File: config.mk
export PLATFORM = sky130hd
export DESIGN_NAME = ncl_sync_adder_port
export DESIGN_NICKNAME = d
export VERILOG_FILES = /design/src/rtl/ncl_sync_adder_port.sv
export SDC_FILE = /design/constraint.sdc
export NUM_CORES = 1
export LEC_CHECK = 0
export CELL_PAD_IN_SITES_DETAIL_PLACEMENT = 1
export CELL_PAD_IN_SITES_GLOBAL_PLACEMENT = 1
export CORE_MARGIN = 3
export CORE_UTILIZATION = 38
export DETAILED_ROUTE_END_ITERATION = 10
export PLACE_DENSITY_LB_ADDON = 0.1
export SLEW_MARGIN = 20
export SYNTH_ARGS = -nofsm -noshare
export SYNTH_HDL_FRONTEND = slang
export SYNTH_SLANG_ARGS = --single-unit
export TNS_END_PERCENT = 100
File: constraint.sdc
create_clock -name clk -period 3.4 [get_ports clk]
set_clock_uncertainty 0.2 [all_clocks]
set_input_delay 0.68 -clock clk [delete_from_list [all_inputs] [get_ports clk]]
set_output_delay 0.68 -clock clk [all_outputs]
set_load 0.005 [all_outputs]
File: src/rtl/ncl_sync_adder_port.sv
// ncl_sync_adder_port: clocked boundary port for a dual-rail NCL ripple adder.
// Encodes binary operands into DATA/NULL wavefronts, synchronizes and checks
// the adder's completion and result rails, decodes the sum, returns completion.
// Optional build macro NCL_TIMEOUT_EN adds a per-phase watchdog of TIMEOUT cycles.
module ncl_sync_adder_port #(
  parameter int WIDTH       = 4,
  parameter int SYNC_STAGES = 2,
  parameter int TIMEOUT     = 255
) (
  input  logic               clk,
  input  logic               init_n,
  input  logic               in_valid,
  output logic               in_ready,
  input  logic [WIDTH-1:0]   in_a,
  input  logic [WIDTH-1:0]   in_b,
  input  logic               in_cin,
  output logic [2*WIDTH-1:0] dr_a,
  output logic [2*WIDTH-1:0] dr_b,
  output logic [1:0]         dr_cin,
  input  logic               dr_abcomp,
  input  logic [2*WIDTH-1:0] dr_sum,
  input  logic [1:0]         dr_cout,
  output logic               res_comp,
  output logic               out_valid,
  input  logic               out_ready,
  output logic [WIDTH-1:0]   out_sum,
  output logic               out_cout,
  output logic               err
);
  localparam int RW = 2*WIDTH + 2;  // sampled result rails: {cout, sum}

  typedef enum logic [1:0] {IDLE, DATA, NULLW, ERR} state_e;

  typedef struct packed {
    logic [2*WIDTH-1:0] a;
    logic [2*WIDTH-1:0] b;
    logic [1:0]         cin;
  } dr_word_t;

  if (SYNC_STAGES < 2 || TIMEOUT < 1) begin : g_param_chk
    $error("ncl_sync_adder_port: SYNC_STAGES must be >= 2 and TIMEOUT >= 1");
  end

  state_e                         state_q, state_d;
  logic [SYNC_STAGES-1:0]         ack_sync_q, ack_sync_d;
  logic [SYNC_STAGES-1:0][RW-1:0] res_sync_q, res_sync_d;
  logic [RW-1:0]                  res_prev_q, res_prev_d;
  dr_word_t                       op_q, op_d, drv_q, drv_d;
  logic                           res_comp_q, res_comp_d;
  logic                           out_valid_q, out_valid_d;
  logic [WIDTH-1:0]               out_sum_q, out_sum_d;
  logic                           out_cout_q, out_cout_d;
  logic                           err_q, err_d;

  logic                           ack_s;
  logic [RW-1:0]                  res_s;
  logic                           res_cmpl, res_null, res_ill, res_stable;
  logic [2*WIDTH-1:0]             enc_a, enc_b;
  logic [1:0]                     enc_cin;
  logic [WIDTH-1:0]               dec_sum;
  logic                           accept, capture;

`ifdef NCL_TIMEOUT_EN
  localparam int CW = $clog2(TIMEOUT + 1);
  logic [CW-1:0] cnt_q, cnt_d;
  logic          tmo;
  assign tmo = (cnt_q == CW'(TIMEOUT - 1));
`endif

  // per-bit dual-rail encode (1 -> rail1, 0 -> rail0) and rail1 decode
  for (genvar i = 0; i < WIDTH; i++) begin : g_lane
    assign enc_a[2*i +: 2] = in_a[i] ? 2'b10 : 2'b01;
    assign enc_b[2*i +: 2] = in_b[i] ? 2'b10 : 2'b01;
    assign dec_sum[i]      = res_s[2*i+1];
  end
  assign enc_cin = in_cin ? 2'b10 : 2'b01;

  assign ack_s = ack_sync_q[SYNC_STAGES-1];
  assign res_s = res_sync_q[SYNC_STAGES-1];

  // synchronizer shifts plus completeness / NULL / illegal / stability of res_s
  always_comb begin
    ack_sync_d = {ack_sync_q[SYNC_STAGES-2:0], dr_abcomp};
    res_sync_d = {res_sync_q[SYNC_STAGES-2:0], dr_cout, dr_sum};
    res_prev_d = res_s;
    res_cmpl   = 1'b1;
    res_ill    = 1'b0;
    for (int i = 0; i < WIDTH + 1; i++) begin
      res_cmpl = res_cmpl & (res_s[2*i] ^ res_s[2*i+1]);
      res_ill  = res_ill  | (res_s[2*i] & res_s[2*i+1]);
    end
    res_null   = (res_s == '0);
    res_stable = (res_s == res_prev_q);
  end

  assign in_ready = (state_q == IDLE) && !out_valid_q && !ack_s && res_null && res_stable;

  // handshake sequencer: IDLE -> DATA -> NULLW -> IDLE, any rail fault -> ERR
  always_comb begin
    state_d = state_q;
    accept  = 1'b0;
    capture = 1'b0;
    unique case (state_q)
      IDLE: begin
        if (res_ill || !res_null) state_d = ERR;
        else if (in_valid && in_ready) begin
          accept  = 1'b1;
          state_d = DATA;
        end
      end
      DATA: begin
        if (res_ill) state_d = ERR;
        else if (ack_s && res_cmpl && res_stable) begin
          capture = 1'b1;
          state_d = NULLW;
        end
`ifdef NCL_TIMEOUT_EN
        else if (tmo) state_d = ERR;
`endif
      end
      NULLW: begin
        if (res_ill) state_d = ERR;
        else if (!ack_s && res_null && res_stable) state_d = IDLE;
`ifdef NCL_TIMEOUT_EN
        else if (tmo) state_d = ERR;
`endif
      end
      default: state_d = ERR;
    endcase
  end

  // operand hold, wavefront drive, result capture and sticky error
  always_comb begin
    op_d        = accept ? {enc_a, enc_b, enc_cin} : op_q;
    // DATA goes out one cycle after acceptance and drops with the phase exit
    drv_d       = (state_q == DATA && state_d == DATA) ? op_q : '0;
    res_comp_d  = (state_d == NULLW);
    err_d       = err_q | (state_d == ERR);
    out_valid_d = out_valid_q;
    out_sum_d   = out_sum_q;
    out_cout_d  = out_cout_q;
    if (capture) begin
      out_valid_d = 1'b1;
      out_sum_d   = dec_sum;
      out_cout_d  = res_s[2*WIDTH+1];
    end else if (out_valid_q && out_ready) begin
      out_valid_d = 1'b0;
    end
`ifdef NCL_TIMEOUT_EN
    if (state_d != state_q) cnt_d = '0;
    else if (state_q == DATA || state_q == NULLW) cnt_d = cnt_q + 1'b1;
    else cnt_d = cnt_q;
`endif
  end

  // state registers with synchronous active-low reset
  always_ff @(posedge clk) begin
    if (!init_n) begin
      state_q     <= IDLE;
      ack_sync_q  <= '0;
      res_sync_q  <= '0;
      res_prev_q  <= '0;
      op_q        <= '0;
      drv_q       <= '0;
      res_comp_q  <= 1'b0;
      out_valid_q <= 1'b0;
      out_sum_q   <= '0;
      out_cout_q  <= 1'b0;
      err_q       <= 1'b0;
`ifdef NCL_TIMEOUT_EN
      cnt_q       <= '0;
`endif
    end else begin
      state_q     <= state_d;
      ack_sync_q  <= ack_sync_d;
      res_sync_q  <= res_sync_d;
      res_prev_q  <= res_prev_d;
      op_q        <= op_d;
      drv_q       <= drv_d;
      res_comp_q  <= res_comp_d;
      out_valid_q <= out_valid_d;
      out_sum_q   <= out_sum_d;
      out_cout_q  <= out_cout_d;
      err_q       <= err_d;
`ifdef NCL_TIMEOUT_EN
      cnt_q       <= cnt_d;
`endif
    end
  end

  assign dr_a      = drv_q.a;
  assign dr_b      = drv_q.b;
  assign dr_cin    = drv_q.cin;
  assign res_comp  = res_comp_q;
  assign out_valid = out_valid_q;
  assign out_sum   = out_sum_q;
  assign out_cout  = out_cout_q;
  assign err       = err_q;

endmodule

==> impl_metrics.yaml <==
yosys:
  synth_compound_area_frac: 0.09396
  synth-edff-count: 0
  async_flop_share: 0
  avgSynthCellArea_um2: 10.17
  synthAdderAreaFrac: 0.04539
  synth-main-ff-cell: "dfxtp_1"
  synthSimpleGateAreaFrac: 0.2065
  yosys-top-cells-count: "78 x dfxtp_1, 40 x and2_1, 22 x nor2_1"
  synth_top_area_frac: 0.5665
  synth_top_family_by_area: "simple AND/OR/NAND/NOR gates"
  synth_mux_area_frac: 0.01816
  yosys.cell_count.top_type: "dfxtp_1"
  yosysUniqueCellTypes: 32
  synth_seq_area_share: 0.5665
  synth_xor_area_frac: 0.03177
  ys_top_cells_by_area: "dfxtp_1 57%, and2_1 9.1%, ha_1 4.5%"
  syn_inst: 271
  yosysWarningCount: 0
  syn_area_mm2: 0.002756
  synth_top_area_cell: "dfxtp_1"
  syn_nets: 305
  ys_ff_latch: 78
power:
  seq_power_share: 0.528
  comb_power_share: 0.079
  p_leak_nw: 1.462
  power_frac_clock: 0.392
  pwr_density_cell_mw_per_mm2: 505.2
  intPower_mw: 1.369
  netSwitchingFraction: 0.2421
  ir_drop_v: 0.0003469
  switchingPower_mw: 0.4374
worst_setup_path:
  crit_required_ns: 2.52
  critPathBufInv: 1
  path_cells: "xor2_1 -> nor4_4 -> nand4_2 -> nor2_1 -> clkdlybuf4s50_1"
  arrival_ns: 2.10
  end_kind: "output port"
  max_stage_delay_ns: 0.50
  cpLargestDelayFamily: "simple AND/OR/NAND/NOR gates"
  critPathLaunchType: "flop"
  crit_type: "reg -> out"
  cp_max_fo: 5
  cpMaxStageDelayCell: "clkdlybuf4s50_1"
grt:
  antenna_found_initial: 0
  grt_pass1_wl_um: 10070
  grt_pass1_vias: 2027
  grt-ovfl-total: 0
  grt_max_degree: 30
  grt_util_all_layers: 0.1564
floorplan:
  dieArea_mm2: 0.008312
  die_w_um: 91.17
  die_h_um: 91.17
  start_util: 0.3991
  rows: 30
  core_mm2: 0.006907
  ios: 51
cells_and_area:
  fillCellCount: 794
  multi_input_area_mm2: 0.001097
  area_delta_synth_final_pct: 29.73
  fin_util: 0.5178
  diodes: 0
  final_nets: 360
  regArea_mm2: 0.001562
  drive_above_1_share: 0.08761
  finalInstanceArea_mm2: 0.003576
route:
  final_antenna_net_count: 0
  first_pass_iters: 4
  viasPerCell: 4.618
  vias: 1972
  drc_errors: 0
  drt_iter0_drc: 54
  wl_per_cell_um: 13.99
  wirelength_um: 5975
job:
  timing.max_cap.violations: 0
clocking:
  clk_latency_ns: 0.35
  cts_tree: "built"
  ctsResizeCount: 0
  cts_post_setup_buffers_inserted: 0
  cts_buffers: 9
  cts_root_buf: "clkbuf_8"
  cts_sinks: 78
  path_clk_slew_ns: 0.08
  htree_levels: 3
  cts_hold_buffers: 0
  cts_buffer_depth: 2
placed_design:
  dp_hpwl_um: 4230
  placed_cell_area_mm2: 0.003369
  globalplace.congestion: 0.7773
  io_buffers: 50
sta:
  finalHoldViolCount: 0
  tns_ns: 0
  finalMaxSlewViolations: 0
  setup_violations: 0
  rsz0062_at_grt: "false"
  max_freq_mhz: 336.1
  worst_pin_slew_ns: 0.4597
  post-route-period-util: 0.8751
  fin_crit_ns: 2.975
  slew_headroom: 0.6909
status:
  outcome: "complete, no violations"
worst_hold_path:
  min_path_type: "reg -> reg"
cells in the final DEF, fill, tap and decap left out:
cell type        count
clkbuf_8            10
buf_4                5
xor2_1              10
o31ai_1              1
nor2b_1              1
and2_1              40
o21ai_1              1
ha_1                10
or2_2                1
nor4_2               2
nand4_1              5
inv_1               14
nand3_1              2
o21ai_0             20
a2111oi_4            1
clkinvlp_4           1
bufinv_16            1
nor3_1               1
nor2_1              22
inv_6                1
nor3_2               1
nand2b_1             1
clkdlybuf4s50_1     50
mux2i_1              5
and4_1               1
or3_1                3
o31a_1               1
nand2_1             14
or4_1                1
clkinv_4             2
nand4_2              1
nor4_4               2
clkinv_2             1
a21oi_1             20
dfxtp_1             78
a311o_1              1
per-layer routing:
| metal | wire [um] | vias to the layer above | GRT usage |
|---|---|---|---|
| met1 | 2954 | 926 | 0.2121 |
| met3 | 288 | 9 | 0.04391 |
| li1 | - | 999 | - |
| met5 | 0 | - | 0 |
| met4 | 96 | 0 | 0.07161 |
| met2 | 2635 | 38 | 0.2299 |
per-stage QoR:
stage / instances / power (mW) / hold WS [ns] / setup slack [ns]
floorplan: 271 / 1.054 / 0.2119 / 1.010
global placement: 411 / 1.117 / 0.2158 / 0.6507
detailed placement: 411 / 1.121 / 0.2214 / 0.5791
CTS: 427 / 1.832 / 0.2400 / 0.3760
global route: 427 / 1.894 / 0.2580 / 0.2471
finish: 427 / 1.807 / 0.2387 / 0.4245
sequential cells by signal, indices dropped and copies added (netlist names):
signal / flops
dr_cin: 2
out_valid: 1
res_prev_d: 10
ack_sync_q: 2
dr_a: 8
dr_b: 8
op_q: 18
res_prev_q: 10
state_q: 2
res_sync_d: 10
out_sum: 4
err: 1
out_cout: 1
res_comp: 1
final cells by class:
class / count / area share
Clock buffer: 10 / 0.03849
Clock inverter: 6 / 0.01924
Inverter: 14 / 0.01470
Multi-Input combinational cell: 168 / 0.3069
Sequential cell: 78 / 0.4367
Tap cell: 96 / 0.03359
Timing Repair Buffer: 55 / 0.1505
path summary, 6_finish.rpt:
| path | start | endpoint | cells after the start | slack [ns] |
|---|---|---|---|---|
| hold / removal | res_sync_d[10] | res_prev_d[0] | 1 | 0.24 |
| setup / recovery | res_prev_d[9] | in_ready | 5 | 0.42 |
| setup reg to reg | res_prev_d[3] | op_q[13] | 8 | 0.55 |
| hold reg to reg | res_sync_d[10] | res_prev_d[0] | 1 | 0.24 |
cell families after synthesis:
group | Yosys count
multiplexers | 5
AND/OR/NAND/NOR | 98
adder cells (fa/ha/maj) | 10
buffers and inverters | 25
XOR/XNOR | 10
AO/OA/AOI/OAI | 45
flip-flops | 78
power groups by stage:
stage / clock, mW / combinational (mW) / sequential (mW)
finish: 0.709 / 0.143 / 0.955
global route: 0.775 / 0.160 / 0.959
CTS: 0.732 / 0.145 / 0.955
detailed placement: 0 / 0.144 / 0.977
global placement: 0 / 0.141 / 0.976
floorplan: 0 / 0.0828 / 0.971
(Power assumes the default switching activity.)
==> patch 1: new RTL, same flow settings <==
The parameter `WIDTH` goes from 4 to 6.
--- a/src/rtl/ncl_sync_adder_port.sv
+++ b/src/rtl/ncl_sync_adder_port.sv
@@ -5,3 +5,3 @@
 module ncl_sync_adder_port #(
-  parameter int WIDTH       = 4,
+  parameter int WIDTH       = 6,
   parameter int SYNC_STAGES = 2,
Interface: changed (6 resized); port bits go from 51 to 69. The function was not compared with the original's and may differ.
==> patch 1 against the original RTL <==
- area after synthesis increased by 40%
- synthesized cell count increased by 34%
- sequential cell count increased by 30
- die area increased by 37%
- first-iteration DRC count increased by 11%
- setup slack got worse by 210 ps
- design area increased by 35%
- power increased by 23%
- routed wire length increased by 31%
- highest routed layer unchanged
==> patch 1: results (changes against the original RTL) <==
run_status: "finished, final reports clean"
syn_inst: 363  # +34%
dp_cells: 548  # +33%
crit_path_start: "res_prev_d[12]$_SDFF_PN0_"
max_slew_margin: 0.599  # -0.0920
p_leak_nw: 1.96  # +34%
synthAdderAreaFrac: 0.0455  # +0.000136
avgRoutedWirePerCell_microns: 13.9  # -0.44%
ys_seq_area_frac: 0.562  # -0.00455
synthMuxAreaShare: 0.0182  # +0.0000543
worst-path-max-fanout: 8  # +3
largest_reg_flops: 26  # +8
drive_above_1_share: 0.0953  # +0.00774
grt_usage: 0.142  # -0.0146
peakVddDrop_mv: 0.204  # -41%
reg2reg_depth: 6  # -2
first_pass_iters: 4  # unchanged
synth_area_leaders: "dfxtp_1 56%, and2_1 7.3%, ha_1 4.6%"
placed_area_sq_um: 4630  # +37%
arrival_ps: 2310  # +210 ps
num_vias: 2574  # +31%
fillers: 1140  # +44%
cts_buffer_depth: 2  # unchanged
wl_microns: 7840  # +31%
async_reset_ff_frac: 0  # unchanged
grt_max_degree: 68  # +130%
portBuffers: 68  # +36%
p_int_mw: 1.72  # +25%
hp-start: "res_sync_d[14]$_SDFF_PN0_"
synth.distinct_cells: 36  # +13%
synth_fp_nets: 409  # +34%
cts.reportedPaths.clkPinSlew_ps: 100  # +20 ps
final_common_cell: "dfxtp_1"
## patch 1: cell types whose count changed after synthesis, sizes merged, moves of 8 or more
cell and delta:
nor2b +8, a21boi +15, nand2 +17, a21oi -9
dfxtp +30, o21ai -10, and3 +27, nor2 -15
## patch 1: metrics by stage
stage	setup WS, ps	util
after floorplan	1110	-
after global placement	568	0.471
after detailed placement	564	0.471
after CTS	138	0.491
after global routing	35.1	0.491
final	211	0.491
## patch 1: metal layers
layer	track usage	wire length, microns	vias to the layer above
li1	-	-	1321
met1	0.195	3960	1188
met2	0.216	3390	53
met3	0.0313	335	12
met4	0.0566	159	0
met5	0	0	-
## patch 1: area by class of cell
class | instances | area [sq um] | share of cell area
multi-input combinational | 220 | 1530 | 0.317
tap | 133 | 166 | 0.0345
inverter | 15 | 56.3 | 0.0117
clock inverter | 5 | 61.3 | 0.0127
clock buffer | 10 | 128 | 0.0265
timing repair buffer | 72 | 718 | 0.149
sequential | 108 | 2160 | 0.449
## patch 1: worst paths after layout
| kind | slack, ps | endpoint |
|---|---|---|
| hold reg to reg | 240 | res_prev_d[0]$_SDFF_PN0_ |
| hold / removal | 240 | res_prev_d[0]$_SDFF_PN0_ |
| setup reg to reg | 720 | op_q[3]$_SDFFE_PN0P_ |
| setup / recovery | 210 | in_ready |
## patch 1: critical path, cell delays in order (launching register included)
cell             delay (ps)
dfxtp_1                 350
xor2_1                  170
nor4_1                  400
nand4_2                 300
nor2_1                  210
clkdlybuf4s50_1         530
## patch 1: power by group through the flow
stage,clock network [mW],logic (mW),registers [mW]
floorplan,0,0.0839,1.33
global placement,0,0.155,1.34
detailed placement,0,0.158,1.34
CTS,0.787,0.159,1.31
global route,0.838,0.175,1.32
finish,0.756,0.156,1.31
==> patch 2: new RTL, same flow settings <==
Without the edit above. Encoding of `state_e`: now Gray code (2 bits for 4 states).
--- a/src/rtl/ncl_sync_adder_port.sv
+++ b/src/rtl/ncl_sync_adder_port.sv
@@ -31,3 +31,3 @@
 
-  typedef enum logic [1:0] {IDLE, DATA, NULLW, ERR} state_e;
+  typedef enum logic [1:0] {IDLE = 2'b00, DATA = 2'b01, NULLW = 2'b11, ERR = 2'b10} state_e;
 
Function: no difference found for any inputs over 10 cycles, from zero or initial values; not proved beyond that.
==> patch 2 against the original RTL <==
- maximum frequency fell by 9.8%
- power rose by 7.2%
- hold slack got worse by 1.8 ps
- design area rose by 3.3%
- setup slack got worse by 320 ps
- area after synthesis rose by 3.1%
- cell count rose by 1.6%
- routed wire length rose by 9.7%
- sequential cell count did not move
- sequential power fell by 0.8%
- critical path type unchanged
- critical endpoint unchanged
==> patch 2: results (changes against the original RTL) <==
run_status: "finished, final reports clean"
portBuffers: 50  # unchanged
gp_congestion: 0.833  # +7.2%
top_register: "op_q"
grt_pass1_wl_microns: 11000  # +8.9%
dp_hpwl_microns: 4550  # +7.6%
p_leak_nw: 1.52  # +4.2%
yosys_warnings: 0  # unchanged
avgRoutedWirePerCell_microns: 15.1  # +7.9%
max_slew_margin: 0.606  # -0.0851
synth_area_leaders: "dfxtp_1 55%, and2_1 9.2%, ha_1 4.4%"
grt_usage: 0.167  # +0.0104
grt_max_degree: 26  # -13%
synth_fp_nets: 316  # +3.6%
dp_slack_ps: 476  # -103 ps
antenna_cells: 0  # unchanged
hp-class: "reg2reg"
cts_buffer_depth: 2  # unchanged
cts.reportedPaths.clkPinSlew_ps: 80  # about the same
postCtsHoldBufs: 0  # unchanged
holdWs_ps: 237  # -1.81 ps
grt_pass1_vias: 2207  # +8.9%
largest_reg_flops: 18  # unchanged
synth.distinct_cells: 31  # -3.1%
grt_overflow: 0  # unchanged
cts_buffers: 9  # unchanged
rrSetupSlack_ps: 870  # +320 ps
drive_above_1_share: 0.0710  # -0.0166
drt_iter0_drc: 79  # +46%
worst-path-max-fanout: 4  # -1
clk_latency_ps: 360
antenna_found_initial: 0  # unchanged
ys_seq_area_frac: 0.550  # -0.0170
first_pass_iters: 4  # unchanged
post_cts_buffers: 0  # unchanged
synth.top_cells.by_count: "78 x dfxtp_1, 42 x and2_1, 21 x nand2_1"
drc: 0  # unchanged
num-nets-final: 367  # +1.9%
fillers: 798  # +0.50%
cts-resized-gates: 0  # unchanged
power.switching_mw: 0.432  # -1.2%
period_share: 0.970  # +0.0946
htreeDepth: 3  # unchanged
arrival_ps: 2420  # +320 ps
clock_tree.root_cell: "clkbuf_8"
async_reset_ff_frac: 0  # unchanged
viasPerCell: 4.82  # +4.3%
peakVddDrop_mv: 0.209  # -40%
-- patch 2: cell count changes after synthesis, sizes merged, moves of 7 or more --
cell and delta:
o21ai -20, nand2 +7, a21oi -9, o31ai +8, and3 +8, nor2 -12
nand3 +8
-- patch 2: through the flow --
stage          area (sq um)  std cells
2_1_floorplan          2840        282
3_3_place_gp           3440        418
3_5_place_dp           3440        418
4_1_cts                3690        434
5_1_grt                3690        434
6_report               3690        434
-- patch 2: kinds of logic after synthesis --
family,Yosys count,share of synthesized area
AND/OR/NAND/NOR,114,0.233
flip-flops,78,0.550
AO/OA/AOI/OAI,31,0.0718
buffers and inverters,31,0.0423
XOR/XNOR,10,0.0308
adder cells (fa/ha/maj),10,0.0440
multiplexers,8,0.0282
-- patch 2: worst paths after layout --
path / from / end / depth (start not counted)
hold / removal: res_sync_d[10]$_SDFF_PN0_ / res_prev_d[0]$_SDFF_PN0_ / 1
setup reg to reg: res_prev_d[1]$_SDFF_PN0_ / out_sum[1]$_SDFFE_PN0P_ / 7
setup / recovery: res_prev_d[4]$_SDFF_PN0_ / in_ready / 7
hold reg to reg: res_sync_d[10]$_SDFF_PN0_ / res_prev_d[0]$_SDFF_PN0_ / 1
-- patch 2: power groups by stage --
stage / clock [mW] / combinational (mW) / sequential (mW)
after detailed placement: 0 / 0.130 / 0.968
after floorplan: 0 / 0.0755 / 0.963
after CTS: 0.874 / 0.131 / 0.947
final: 0.858 / 0.131 / 0.947
after global routing: 0.920 / 0.147 / 0.950
after global placement: 0 / 0.129 / 0.967
-- patch 2: worst max-delay path, stage by stage, from the launching register on --
cell             delay, ps
dfxtp_1                340
inv_1                   90
ha_1                   160
and4_1                 230
nand2_1                130
or3_1                  380
nor3_2                 200
clkdlybuf4s50_1        540
-- patch 2: final cells by class --
class | count | area share
clock buffers | 11 | 0.0383
flip-flops and latches | 78 | 0.423
multi-input cells | 173 | 0.317
clock inverters | 5 | 0.0288
well taps | 96 | 0.0325
repair buffers | 54 | 0.144
inverters | 17 | 0.0173
-- patch 2: per-layer routing --
metal / share of wire / routed length [microns] / global-route usage
met1: 0.49 / 3210 / 0.221
met5: 0 / 0 / 0
met3: 0.044 / 291 / 0.0601
met2: 0.45 / 2950 / 0.250
met4: 0.015 / 99 / 0.0594
